$ cat src/rtl/pixel_clk_pkg.sv
// Shared definitions for the pixel clock-enable divider.
//   state_e    : run/stop state of the divider FSM
//   MIN_DIV    : smallest divisor accepted on LOAD
//   half_ceil  : ceil(n/2), widened by one bit so the all-ones divisor cannot wrap
package pixel_clk_pkg;

    typedef enum logic {
        STOP = 1'b0,
        RUN  = 1'b1
    } state_e;

    localparam int MIN_DIV = 2;

    function automatic logic [32:0] half_ceil(input logic [31:0] n);
        return ({1'b0, n} + 33'd1) >> 1;
    endfunction

endpackage

$ cat src/rtl/div_period_counter.sv
// Period counter for the pixel clock divider.
// Counts 0..div_act-1 while run is high, flags the last count of a period
// (boundary) and produces registered PixelCLK/PixelCE for the current count.
// Ports:
//   clk, rst_n  : system clock, async active-low reset
//   run         : FSM is in RUN
//   div_act     : divisor in force for this period
//   boundary    : current cycle is the final cycle of the period (combinational)
//   pixel_clk   : high for the first ceil(N/2) counts of each period
//   pixel_ce    : high for count 0 only
module div_period_counter
    import pixel_clk_pkg::*;
#(
    parameter int WIDTH = 8
) (
    input  logic             clk,
    input  logic             rst_n,
    input  logic             run,
    input  logic [WIDTH-1:0] div_act,
    output logic             boundary,
    output logic             pixel_clk,
    output logic             pixel_ce
);

    logic [WIDTH-1:0] cnt;
    logic [WIDTH:0]   high_len;

    assign high_len = (WIDTH+1)'(half_ceil(32'(div_act)));
    assign boundary = run && (cnt == div_act - WIDTH'(1));

    // Outputs are registered from the count of the cycle just ending, so they
    // trail cnt by one cycle and have no combinational path from any input.
    always_ff @(posedge clk or negedge rst_n) begin
        if (!rst_n) begin
            cnt       <= '0;
            pixel_clk <= 1'b0;
            pixel_ce  <= 1'b0;
        end else begin
            pixel_clk <= run && ({1'b0, cnt} < high_len);
            pixel_ce  <= run && (cnt == '0);
            if (!run || boundary) begin
                cnt <= '0;
            end else begin
                cnt <= cnt + WIDTH'(1);
            end
        end
    end

endmodule

$ cat src/rtl/pixel_clk_divider.sv
// Run-time programmable pixel clock-enable divider.
// Derives a divided square wave and a once-per-period strobe from CLK. New
// divisors and start/stop requests take effect only at period boundaries.
//
//   state | meaning
//   ------+------------------------------------------------------------
//   STOP  | counter parked at 0, outputs low, pending divisor applied
//   RUN   | counting periods of div_act; leaves only at a boundary
//
// Ports:
//   CLK, RST  : system clock, async active-low reset
//   EN        : run request, level
//   DIV, LOAD : requested divisor and its one-cycle load strobe
//   PixelCLK  : divided clock, high ceil(N/2) / low floor(N/2) cycles
//   PixelCE   : one-cycle strobe in the first cycle of each period
//   PENDING   : a loaded divisor waits for the next boundary
//   ERR       : one-cycle pulse after a LOAD with DIV < 2
module pixel_clk_divider
    import pixel_clk_pkg::*;
#(
    parameter int WIDTH       = 8,
    parameter int DEFAULT_DIV = 4
) (
    input  logic             CLK,
    input  logic             RST,
    input  logic             EN,
    input  logic [WIDTH-1:0] DIV,
    input  logic             LOAD,
    output logic             PixelCLK,
    output logic             PixelCE,
    output logic             PENDING,
    output logic             ERR
);

    state_e           state;
    state_e           state_next;
    logic [WIDTH-1:0] div_act;
    logic [WIDTH-1:0] div_pend;
    logic             boundary;
    logic             apply;
    logic             load_ok;

    assign load_ok = LOAD && (DIV >= WIDTH'(MIN_DIV));
    // Divisor may change only where no period is in flight.
    assign apply   = boundary || (state == STOP);

    div_period_counter #(
        .WIDTH(WIDTH)
    ) u_counter (
        .clk      (CLK),
        .rst_n    (RST),
        .run      (state == RUN),
        .div_act  (div_act),
        .boundary (boundary),
        .pixel_clk(PixelCLK),
        .pixel_ce (PixelCE)
    );

    always_ff @(posedge CLK or negedge RST) begin
        if (!RST) begin
            state <= STOP;
        end else begin
            state <= state_next;
        end
    end

    always_comb begin
        state_next = state;
        case (state)
            STOP:    if (EN) state_next = RUN;
            RUN:     if (boundary && !EN) state_next = STOP;
            default: state_next = STOP;
        endcase
    end

    // A valid LOAD landing on an apply cycle goes straight to div_act and
    // never raises PENDING; otherwise it parks in div_pend (last one wins).
    always_ff @(posedge CLK or negedge RST) begin
        if (!RST) begin
            div_act  <= WIDTH'(DEFAULT_DIV);
            div_pend <= WIDTH'(DEFAULT_DIV);
            PENDING  <= 1'b0;
            ERR      <= 1'b0;
        end else begin
            ERR <= LOAD && (DIV < WIDTH'(MIN_DIV));
            if (apply) begin
                if (load_ok) begin
                    div_act <= DIV;
                end else if (PENDING) begin
                    div_act <= div_pend;
                end
                PENDING <= 1'b0;
            end else if (load_ok) begin
                div_pend <= DIV;
                PENDING  <= 1'b1;
            end
        end
    end

endmodule

$ cat config.mk
export PLATFORM = sky130hd
export DESIGN_NAME = pixel_clk_divider
export DESIGN_NICKNAME = d
export VERILOG_FILES = /design/src/rtl/pixel_clk_pkg.sv /design/src/rtl/div_period_counter.sv /design/src/rtl/pixel_clk_divider.sv
export SDC_FILE = /design/constraint.sdc
export NUM_CORES = 1
export LEC_CHECK = 0
export CAP_MARGIN = 5
export CORE_ASPECT_RATIO = 0.75
export CORE_MARGIN = 2
export CORE_UTILIZATION = 38
export DETAILED_ROUTE_END_ITERATION = 7
export PLACE_DENSITY = 0.66
export SYNTH_ARGS = -nofsm -noshare
export SYNTH_HDL_FRONTEND = slang
export SYNTH_HIERARCHICAL = 1
export SYNTH_SLANG_ARGS = --single-unit
$ cat constraint.sdc
create_clock -name CLK -period 2.7 [get_ports CLK]
set_input_delay 0.54 -clock CLK [delete_from_list [all_inputs] [get_ports CLK]]
set_output_delay 0.54 -clock CLK [all_outputs]
set_load 0.02 [all_outputs]
* After elaboration in Yosys (flattened, before gate mapping)
Cells that the tools add are included.
** Word-level totals
- Bits in registers :: 29
- Bits of input ports :: 12
- Output and inout port bits :: 4
- Logic and storage cells :: 40
** Operators by class
- Add/sub/neg operators :: 3
- Order comparisons :: 3
- Eq/ne operators :: 1
- Muxes and demuxes :: 8
- Bitwise gates (word level) :: 2
- Reduce and logical (&&, ||, !) cells :: 15
** Operator list (number)
- 8-bit 2-to-1 mux :: 3
- 8-bit by 1-bit adder with 9-bit output (second input constant) :: 1
- 8-bit by 9-bit less-than comparator with 1-bit output :: 1
- 8-bit by 1-bit adder with 8-bit output (second input constant) :: 1
- 8-bit == test :: 1
- 8-bit by 2-bit >= comparator with 1-bit output (second input constant) :: 1
- 8-bit zero test :: 1
- 8-bit by 2-bit less-than comparator with 1-bit output (second input constant) :: 1
- 8-bit by 1-bit subtractor with 8-bit output (second input constant) :: 1
- 1-bit logical AND :: 6
- 1-bit 2-to-1 mux :: 4
- 2-bit AND reduction :: 2
- 2-bit nonzero test :: 2
- 1-bit zero test :: 2
- 1-bit logical OR :: 2
- 1-bit NOT :: 2
- 1-bit case mux with 2 select lines :: 1

* Depth between registers and ports, before layout
Gate-level depths: netlist (run 1).
- Depth in word-level cells :: 6
- Gate-level depth with buffers :: 14
- Gate-level depth less buffers :: 10

* Hierarchy
Netlist (run 1), hierarchy kept.
** By module, submodules not included
- div_period_counter :: times used 1, cells each 115, area each 1057.3 um^2
- pixel_clk_divider :: times used 1, cells each 72, area each 897.1 um^2

* Worst setup path before layout (run 1)
OpenSTA, ideal clock, no wires.
- Path type :: register to register
- From :: reg div_act[0]
- To :: reg div_act[2]
- Arrival time :: 2.705 ns
- Path slack :: -0.103 ns
- Stages on the path, launching flop included :: 15
- Path buffers :: 4
- Period minus slack after synthesis :: 2.803 ns
- Cell sequence :: dfrtp_1 buf_2 inv_1 ha_1 clkbuf_1 nor2_1 and4_2 a211oi_2 mux2i_4 and3_1 nor2b_1 buf_2 clkbuf_1 nor2_1 a221oi_1
** Between the ends
- Longest elaborated chain between the ends :: 5
** Ends and longest elaborated chain
- start: declaration :: RTL line pixel_clk_divider.sv:37 : logic [WIDTH-1:0] div_act;
- start signal: assignment :: RTL line pixel_clk_divider.sv:80 : div_act <= WIDTH'(DEFAULT_DIV);
- start signal: assignment :: RTL line pixel_clk_divider.sv:90 : div_act <= div_pend;
- 8-bit by 1-bit subtractor with 8-bit output :: RTL line div_period_counter.sv:29 : assign boundary = run && (cnt == div_act - WIDTH'(1));
- 8-bit == test :: RTL line div_period_counter.sv:29
- 1-bit logical AND :: RTL line div_period_counter.sv:29
- named net boundary :: RTL line pixel_clk_divider.sv:39 : logic boundary;
- 1-bit logical OR :: RTL line pixel_clk_divider.sv:45 : assign apply = boundary || (state == STOP);
- 2-bit AND reduction (no source line)
The timed path passes the listed nets, and every way through them passes these cells.
A chain may end at the register's enable or synchronous reset.

* Final worst setup path (run 1)
- From :: reg div_act[0]
- To :: reg div_pend[0]
** Between the ends
- Longest elaborated chain between the ends :: 6
** Ends and longest elaborated chain
- 8-bit by 1-bit subtractor with 8-bit output :: RTL line div_period_counter.sv:29
- 8-bit == test :: RTL line div_period_counter.sv:29
- 1-bit logical AND :: RTL line div_period_counter.sv:29
- named net boundary :: RTL line pixel_clk_divider.sv:39
- 1-bit logical OR :: RTL line pixel_clk_divider.sv:45
- 1-bit NOT (no source line)
- 2-bit AND reduction (no source line)
- end signal: assignment :: RTL line pixel_clk_divider.sv:81 : div_pend <= WIDTH'(DEFAULT_DIV);
- end: declaration :: RTL line pixel_clk_divider.sv:38 : logic [WIDTH-1:0] div_pend;
The timed path passes the listed nets, and every way through them passes these cells.

==> results of run 1 <==
layout by cell type (no fill, tap or decap), types with 3 or more instances in the layout:
master and n:
nor2_1 14, nor3_1 3, ha_1 10, xor2_1 10
and3_1 3, nor4_4 3, nor4b_1 7, mux2_2 8
buf_4 8, dfrtp_1 27, clkdlybuf4s50_1 15, a211oi_1 10
a221oi_1 7, nand3_1 7, inv_1 16, nand2_1 5
clkbuf_8 7, xnor2_1 11, a31oi_1 4
Yosys cell counts (all sizes together):
| cell type | instances | area share, % |
|---|---|---|
| dfrtp | 27 | 35 |
| inv | 16 | 3.1 |
| nor2 | 14 | 2.7 |
| a211oi | 11 | 4.5 |
| ha | 11 | 7.0 |
| xnor2 | 11 | 4.9 |
| xor2 | 11 | 5.3 |
| a221oi | 8 | 3.6 |
| mux2 | 8 | 4.6 |
| nor4b | 8 | 3.9 |
| nand3 | 7 | 1.8 |
| buf | 6 | 2.1 |
| nand2 | 6 | 1.5 |
| a31oi | 5 | 1.9 |
| and3 | 4 | 1.3 |
| nor3 | 4 | 1.3 |
| nor4 | 4 | 3.6 |
| clkbuf | 3 | 0.58 |
| a21o | 2 | 0.77 |
| and4 | 2 | 0.96 |
| dfstp | 2 | 2.7 |
| nand4 | 2 | 0.64 |
| o21ai | 2 | 0.51 |
| o21bai | 2 | 0.96 |
| a211o | 1 | 0.45 |
| a21boi | 1 | 0.96 |
| a21oi | 1 | 0.26 |
| and2 | 1 | 0.32 |
| clkinv | 1 | 0.19 |
| mux2i | 1 | 1.2 |
| nand2b | 1 | 0.32 |
| nor2b | 1 | 0.32 |
| o2111ai | 1 | 0.45 |
| o21a | 1 | 0.38 |
| or2 | 1 | 0.32 |
cell families after synthesis:
group | count (synthesis) | share of synthesized area [%]
muxes | 9 | 5.76
AOI/OAI and AO/OA | 35 | 14.7
and+or+nand+nor | 55 | 19.0
xor gates and xnor gates | 22 | 10.2
buffers and inverters | 26 | 5.95
adders and majority gates | 11 | 7.04
DFF | 29 | 37.3
worst max-delay path, stage by stage (launching register included):
cell and delay (ns):
dfrtp_1 0.38, inv_1 0.06, ha_2 0.23, nor2_1 0.05, and4_2 0.24, a211oi_2 0.26, mux2i_4 0.16, and3_1 0.22
nor2b_1 0.16, buf_6 0.21, nand2_4 0.12, mux2_2 0.31
registers in the layout, summed over array words and instances (netlist names):
register and flops:
u_counter/cnt 8, ERR 1, u_counter/pixel_clk 1, state 1, div_pend 8, div_act 8
PENDING 1, u_counter/pixel_ce 1
routing by layer:
layer	up-vias	track usage (%)	wire length (um)
met3	6	3.87	184
met4	0	5.86	59
met2	30	22.6	1710
met1	737	26.2	2270
li1	722	-	-
met5	-	0	0
through the flow:
stage          hold slack (ns)  area (sq um)  setup WS, ns
2_1_floorplan            0.244          1960        0.0780
3_3_place_gp             0.495          2190         0.194
3_5_place_dp             0.498          2190         0.154
4_1_cts                  0.513          2300         0.127
5_1_grt                  0.542          2310        0.0420
6_report                 0.509          2310         0.193
path summary, 6_finish.rpt:
check | from | cells after the start | endpoint | slack, ns
min reg2reg | div_pend[5] | 1 | div_pend[5] | 0.51
min in group asynchronous | RST | 2 | u_counter/cnt[5] | 0.63
max in group asynchronous | RST | 2 | div_act[2] | 1.74
max | div_act[0] | 11 | div_pend[0] | 0.19
max reg2reg | div_act[0] | 11 | div_pend[0] | 0.19
min | div_pend[5] | 1 | div_pend[5] | 0.51
power groups by stage:
| stage | Sequential [W] | Clock [W] | Combinational [W] |
|---|---|---|---|
| after global placement | 0.000800 | 0 | 0.00120 |
| after detailed placement | 0.000800 | 0 | 0.00121 |
| final | 0.000795 | 0.000400 | 0.00124 |
| after CTS | 0.000791 | 0.000416 | 0.00123 |
| after global routing | 0.000820 | 0.000436 | 0.00142 |
| after floorplan | 0.000745 | 0 | 0.000944 |
layout make-up:
type	instances	area, sq um	area share (%)
inverter	17	63.8	2.76
timing repair buffer	24	221	9.59
clock inverter	1	5.00	0.217
sequential	29	728	31.5
clock buffer	7	96.3	4.17
tap	60	75.1	3.25
multi-input combinational	132	1120	48.5
what timing repair did:
item	in CTS	in global routing
setup endpoints to repair	0	8
resized for setup	0	3
buffers inserted	0	0
==> run summary, run 1 <==
CTS root buffer - clkbuf_8
final cell count without fillers - 270
Reg power frac - 32.6%
antenna violations before repair - 0
Residual DRC - 0
Hold Crit Class - flop to flop
cell area after synthesis - 0.00195 sq mm
post-synthesis cell count - 187
Fin Clk Skew - 0.00547 ns
Final Hold Fails - 0
Starting DRT DRC Count - 113
clk sinks - 29
Syn Area/Cell - 10.5 sq um
first-pass GRT wire length - 7340 um
RSZ-0062 raised after global routing - no
Worst-Margin Slew - 0.583 ns
Seq/Total Area, Yosys - 37.3%
pin count of the biggest net entering global routing - 30
Final Setup Violations - 0
htree depth - 2
share of cells above drive strength 1 - 21.0%
Syn Nets - 210
CP Capture Type - flop
Synth warnings - 6
TritonCTS clock tree - built
Cell Pwr Density - 1060 mW/mm^2
Comb pwr share - 51.0%
Max-cap violations - 0
full die area - 0.00574 sq mm
IO Count - 16
CTS clk-pin slew, worst paths - 0.06 ns
nets@finish - 232
status - completed
Final period util - 92.9%
Filler Cells Inserted - 454
Final Util - 46.9%
setup_tns - 0 ns
number of antenna-violating nets in the routed design - 0
Core ar. - 0.00493 sq mm
f_max - 399 MHz
Yosys reg bits - 29
Pleak - 0.963 nW
DRT Wirelength - 4230 um
Die Span Y - 66.1 um
Tmin final - 2.51 ns
WL/cell - 15.6 um
CP Launch Type - flop
global-route usage over all layers - 17.0%
number of global-route vias before repair - 1438
Int Pwr - 0.00140 W
CTS Hold Buffers Added - 0
Port Buf Inserts - 15
relative slew slack - 61.0%
GPL Wtd Cong - 0.821
Worst VDD drop - 472 uV
Overall Power - 0.00244 W
Placed Cells - 262
Clock Latency Late Sink - 0.28 ns
Pre-antenna DRT Iters - 4
Arr. time, crit path - 2.67 ns
Net Sw Frac - 42.5%
Data required, critical path - 2.87 ns
crit path max fanout - 19
Die X - 86.8 um
HPWL Detailed - 3000 um
fin. max-slew vios - 0
synth unique cells - 47
sw power - 0.00104 W
CTS Buf Count - 5
vias after detailed routing - 1495
Starting Density - 39.7%
clock power share - 16.4%
Vias/cell - 5.54
grt ovf - 0
Crit Path Category - flop to flop
Max clock buf depth - 2
antenna cells - 0
Area Overhead vs Synth - 18.1%
Placement Rows - 22
(Power assumes the default switching activity.)
==> inputs of run 2 (changes only) <==
--- a/config.mk
+++ b/config.mk
@@ -7,8 +7,8 @@
 export LEC_CHECK = 0
 export CAP_MARGIN = 5
 export CORE_ASPECT_RATIO = 0.75
-export CORE_MARGIN = 2
 export CORE_UTILIZATION = 38
+export CTS_CLUSTER_DIAMETER = 50
 export DETAILED_ROUTE_END_ITERATION = 7
 export PLACE_DENSITY = 0.66
 export SYNTH_ARGS = -nofsm -noshare
==> run summary, run 2 (synthesized netlist as in run 1, its figures left out) <==
Fin Clk Skew - 0.00643 ns (+0.000957 ns)
Area Overhead vs Synth - 17.9%
full die area - 0.00544 sq mm (-5.3%)
met3 usage - 4.26% (+0.39 points)
Residual DRC - 0 (unchanged)
Overall Power - 0.00242 W (-0.95%)
Worst path depth - 11 (unchanged)
pin count of the biggest net entering global routing - 30 (unchanged)
Clock Latency Late Sink - 0.29 ns (about the same)
HPWL Detailed - 2990 um (-0.50%)
global-route usage over all layers - 17.7% (+0.69 points)
Tmin final - 2.49 ns (-0.0154 ns)
largest stage delay on the critical path - 0.40 ns (+0.02 ns)
relative slew slack - 64.1% (+3.0 points)
hold depth - 1 (unchanged)
cell chain of the critical path - inv_1 > ha_1 > nor2_1 > and4_2 > a211oi_2 > mux2i_4 > and3_1 > nor2b_1 > buf_4 > nand2_4 > mux2_2
CTS root buffer - clkbuf_8
Design Area, Final - 0.00230 sq mm (-0.22%)
Pre-antenna DRT Iters - 4 (unchanged)
Die Span Y - 64.1 um (-3.0%)
Worst-Margin Slew - 0.538 ns (-0.0452 ns)
nets@finish - 235 (+1.3%)
htree depth - 2 (unchanged)
GPL Wtd Cong - 0.803 (-2.3%)
number of global-route vias before repair - 1362 (-5.3%)
fin. max-slew vios - 0 (unchanged)
CP Capture Type - flop
number of antenna-violating nets in the routed design - 0 (unchanged)
Top Usage Layer GRT - met1
status - completed
Starting DRT DRC Count - 72 (-36%)
TritonCTS clock tree - built
Arr. time, crit path - 2.66 ns (about the same)
DRT Wirelength - 4280 um (+1.3%)
Slowest-stage cell, CP - dfrtp_1
grt met2 use - 24.0% (+1.4 points)
setup_tns - 0 ns (unchanged)
Pleak - 0.970 nW (+0.71%)
Vias/cell - 5.52 (-0.24%)
Core ar. - 0.00493 sq mm (unchanged)
largest registers - div_act x8, div_pend x8, u_counter/cnt x8
Worst VDD drop - 334 uV (-29%)
crit path max fanout - 8 (-11)
Die X - 84.8 um (-2.3%)
R2R cell count - 11 (unchanged)
Final Setup Violations - 0 (unchanged)
placed cell area - 0.00220 sq mm (+0.34%)
Crit Path Category - flop to flop
Final Hold Fails - 0 (unchanged)
antenna cells - 0 (unchanged)
grt met1 use - 27.0% (+0.79 points)
share of cells above drive strength 1 - 20.7% (-0.30 points)
WL/cell - 15.7 um (+0.19%)
Data required, critical path - 2.87 ns (about the same)
clk sinks - 29 (unchanged)
Max clock buf depth - 2 (unchanged)
Cell Pwr Density - 1050 mW/mm^2 (-0.73%)
CTS Buf Count - 5 (unchanged)
Starting Density - 39.7% (unchanged)
grt ovf - 0 (unchanged)
vias after detailed routing - 1508 (+0.87%)
CP Launch Type - flop
commonest non-fill, non-tap cell in the layout - dfrtp_1
RSZ-0062 raised after global routing - no
CTS clk-pin slew, worst paths - 0.07 ns (about the same)
commonest non-fill, non-tap cells in the layout - 27 x dfrtp_1, 16 x inv_1, 15 x clkdlybuf4s50_1
Final period util - 92.3% (-0.57 points)
Hold Crit Class - flop to flop
first-pass GRT wire length - 7190 um (-2.1%)
Port Buf Inserts - 15 (unchanged)
f_max - 401 MHz (+0.62%)
Top delay family on crit path - simple AND/OR/NAND/NOR gates
Max-cap violations - 0 (unchanged)
CP bufs+invs - 2 (unchanged)
CTS Hold Buffers Added - 0 (unchanged)
Placement Rows - 22 (unchanged)
IO Count - 16 (unchanged)
antenna violations before repair - 0 (unchanged)
## run 2: where the power goes
group	leakage, nW	internal, W	switching (W)
registers	0.331	0.000579	0.000223
logic	0.595	0.000611	0.000645
clock network	0.0450	0.000178	0.000180
total	0.970	0.00137	0.00105
## run 2: final timing paths
check                                 start               end  slack, ns
worst min-delay path            div_pend[5]       div_pend[5]       0.51
worst max register to register   div_act[1]       div_pend[0]       0.21
min in group asynchronous               RST  u_counter/cnt[4]       0.63
worst min register to register  div_pend[5]       div_pend[5]       0.51
worst max-delay path             div_act[1]       div_pend[0]       0.21
max in group asynchronous               RST       div_pend[2]       1.75
## run 2: repair_timing
item	in CTS	in global routing
setup buffers	0	2
resized for setup	0	1
endpoints found under the setup margin	0	4
## run 2: final cells by class
class	count	area (sq um)
Fill cell	470	2620
Tap cell	60	75.1
Clock buffer	6	72.6
Clock inverter	2	10.0
Sequential cell	29	728
Multi-Input combinational cell	132	1110
Inverter	17	63.8
Timing Repair Buffer	27	244
## run 2: stage by stage
stage          worst slack, ns  std cells  hold slack (ns)  utilization [%]
4_1_cts                  0.169        271            0.513             46.4
6_report                 0.208        273            0.511             46.7
3_5_place_dp             0.210        263            0.495             44.7
5_1_grt                 0.0118        273            0.529             46.7
3_3_place_gp             0.201        263            0.493             44.7
2_1_floorplan           0.0780        187            0.244                -
## run 2: worst reg2reg max path, cell delays in order (launching register included)
cell	delay, ns
dfrtp_1	0.40
inv_1	0.06
ha_1	0.25
nor2_1	0.06
and4_2	0.25
a211oi_2	0.25
mux2i_4	0.14
and3_1	0.20
nor2b_1	0.20
buf_4	0.16
nand2_4	0.09
mux2_2	0.31
## run 2: metal layers
metal  wire length (um)  vias to the layer above
met4                 44                        0
met5                  0                        -
met1               2250                      740
met3                220                        5
met2               1760                       35
li1                   -                      728
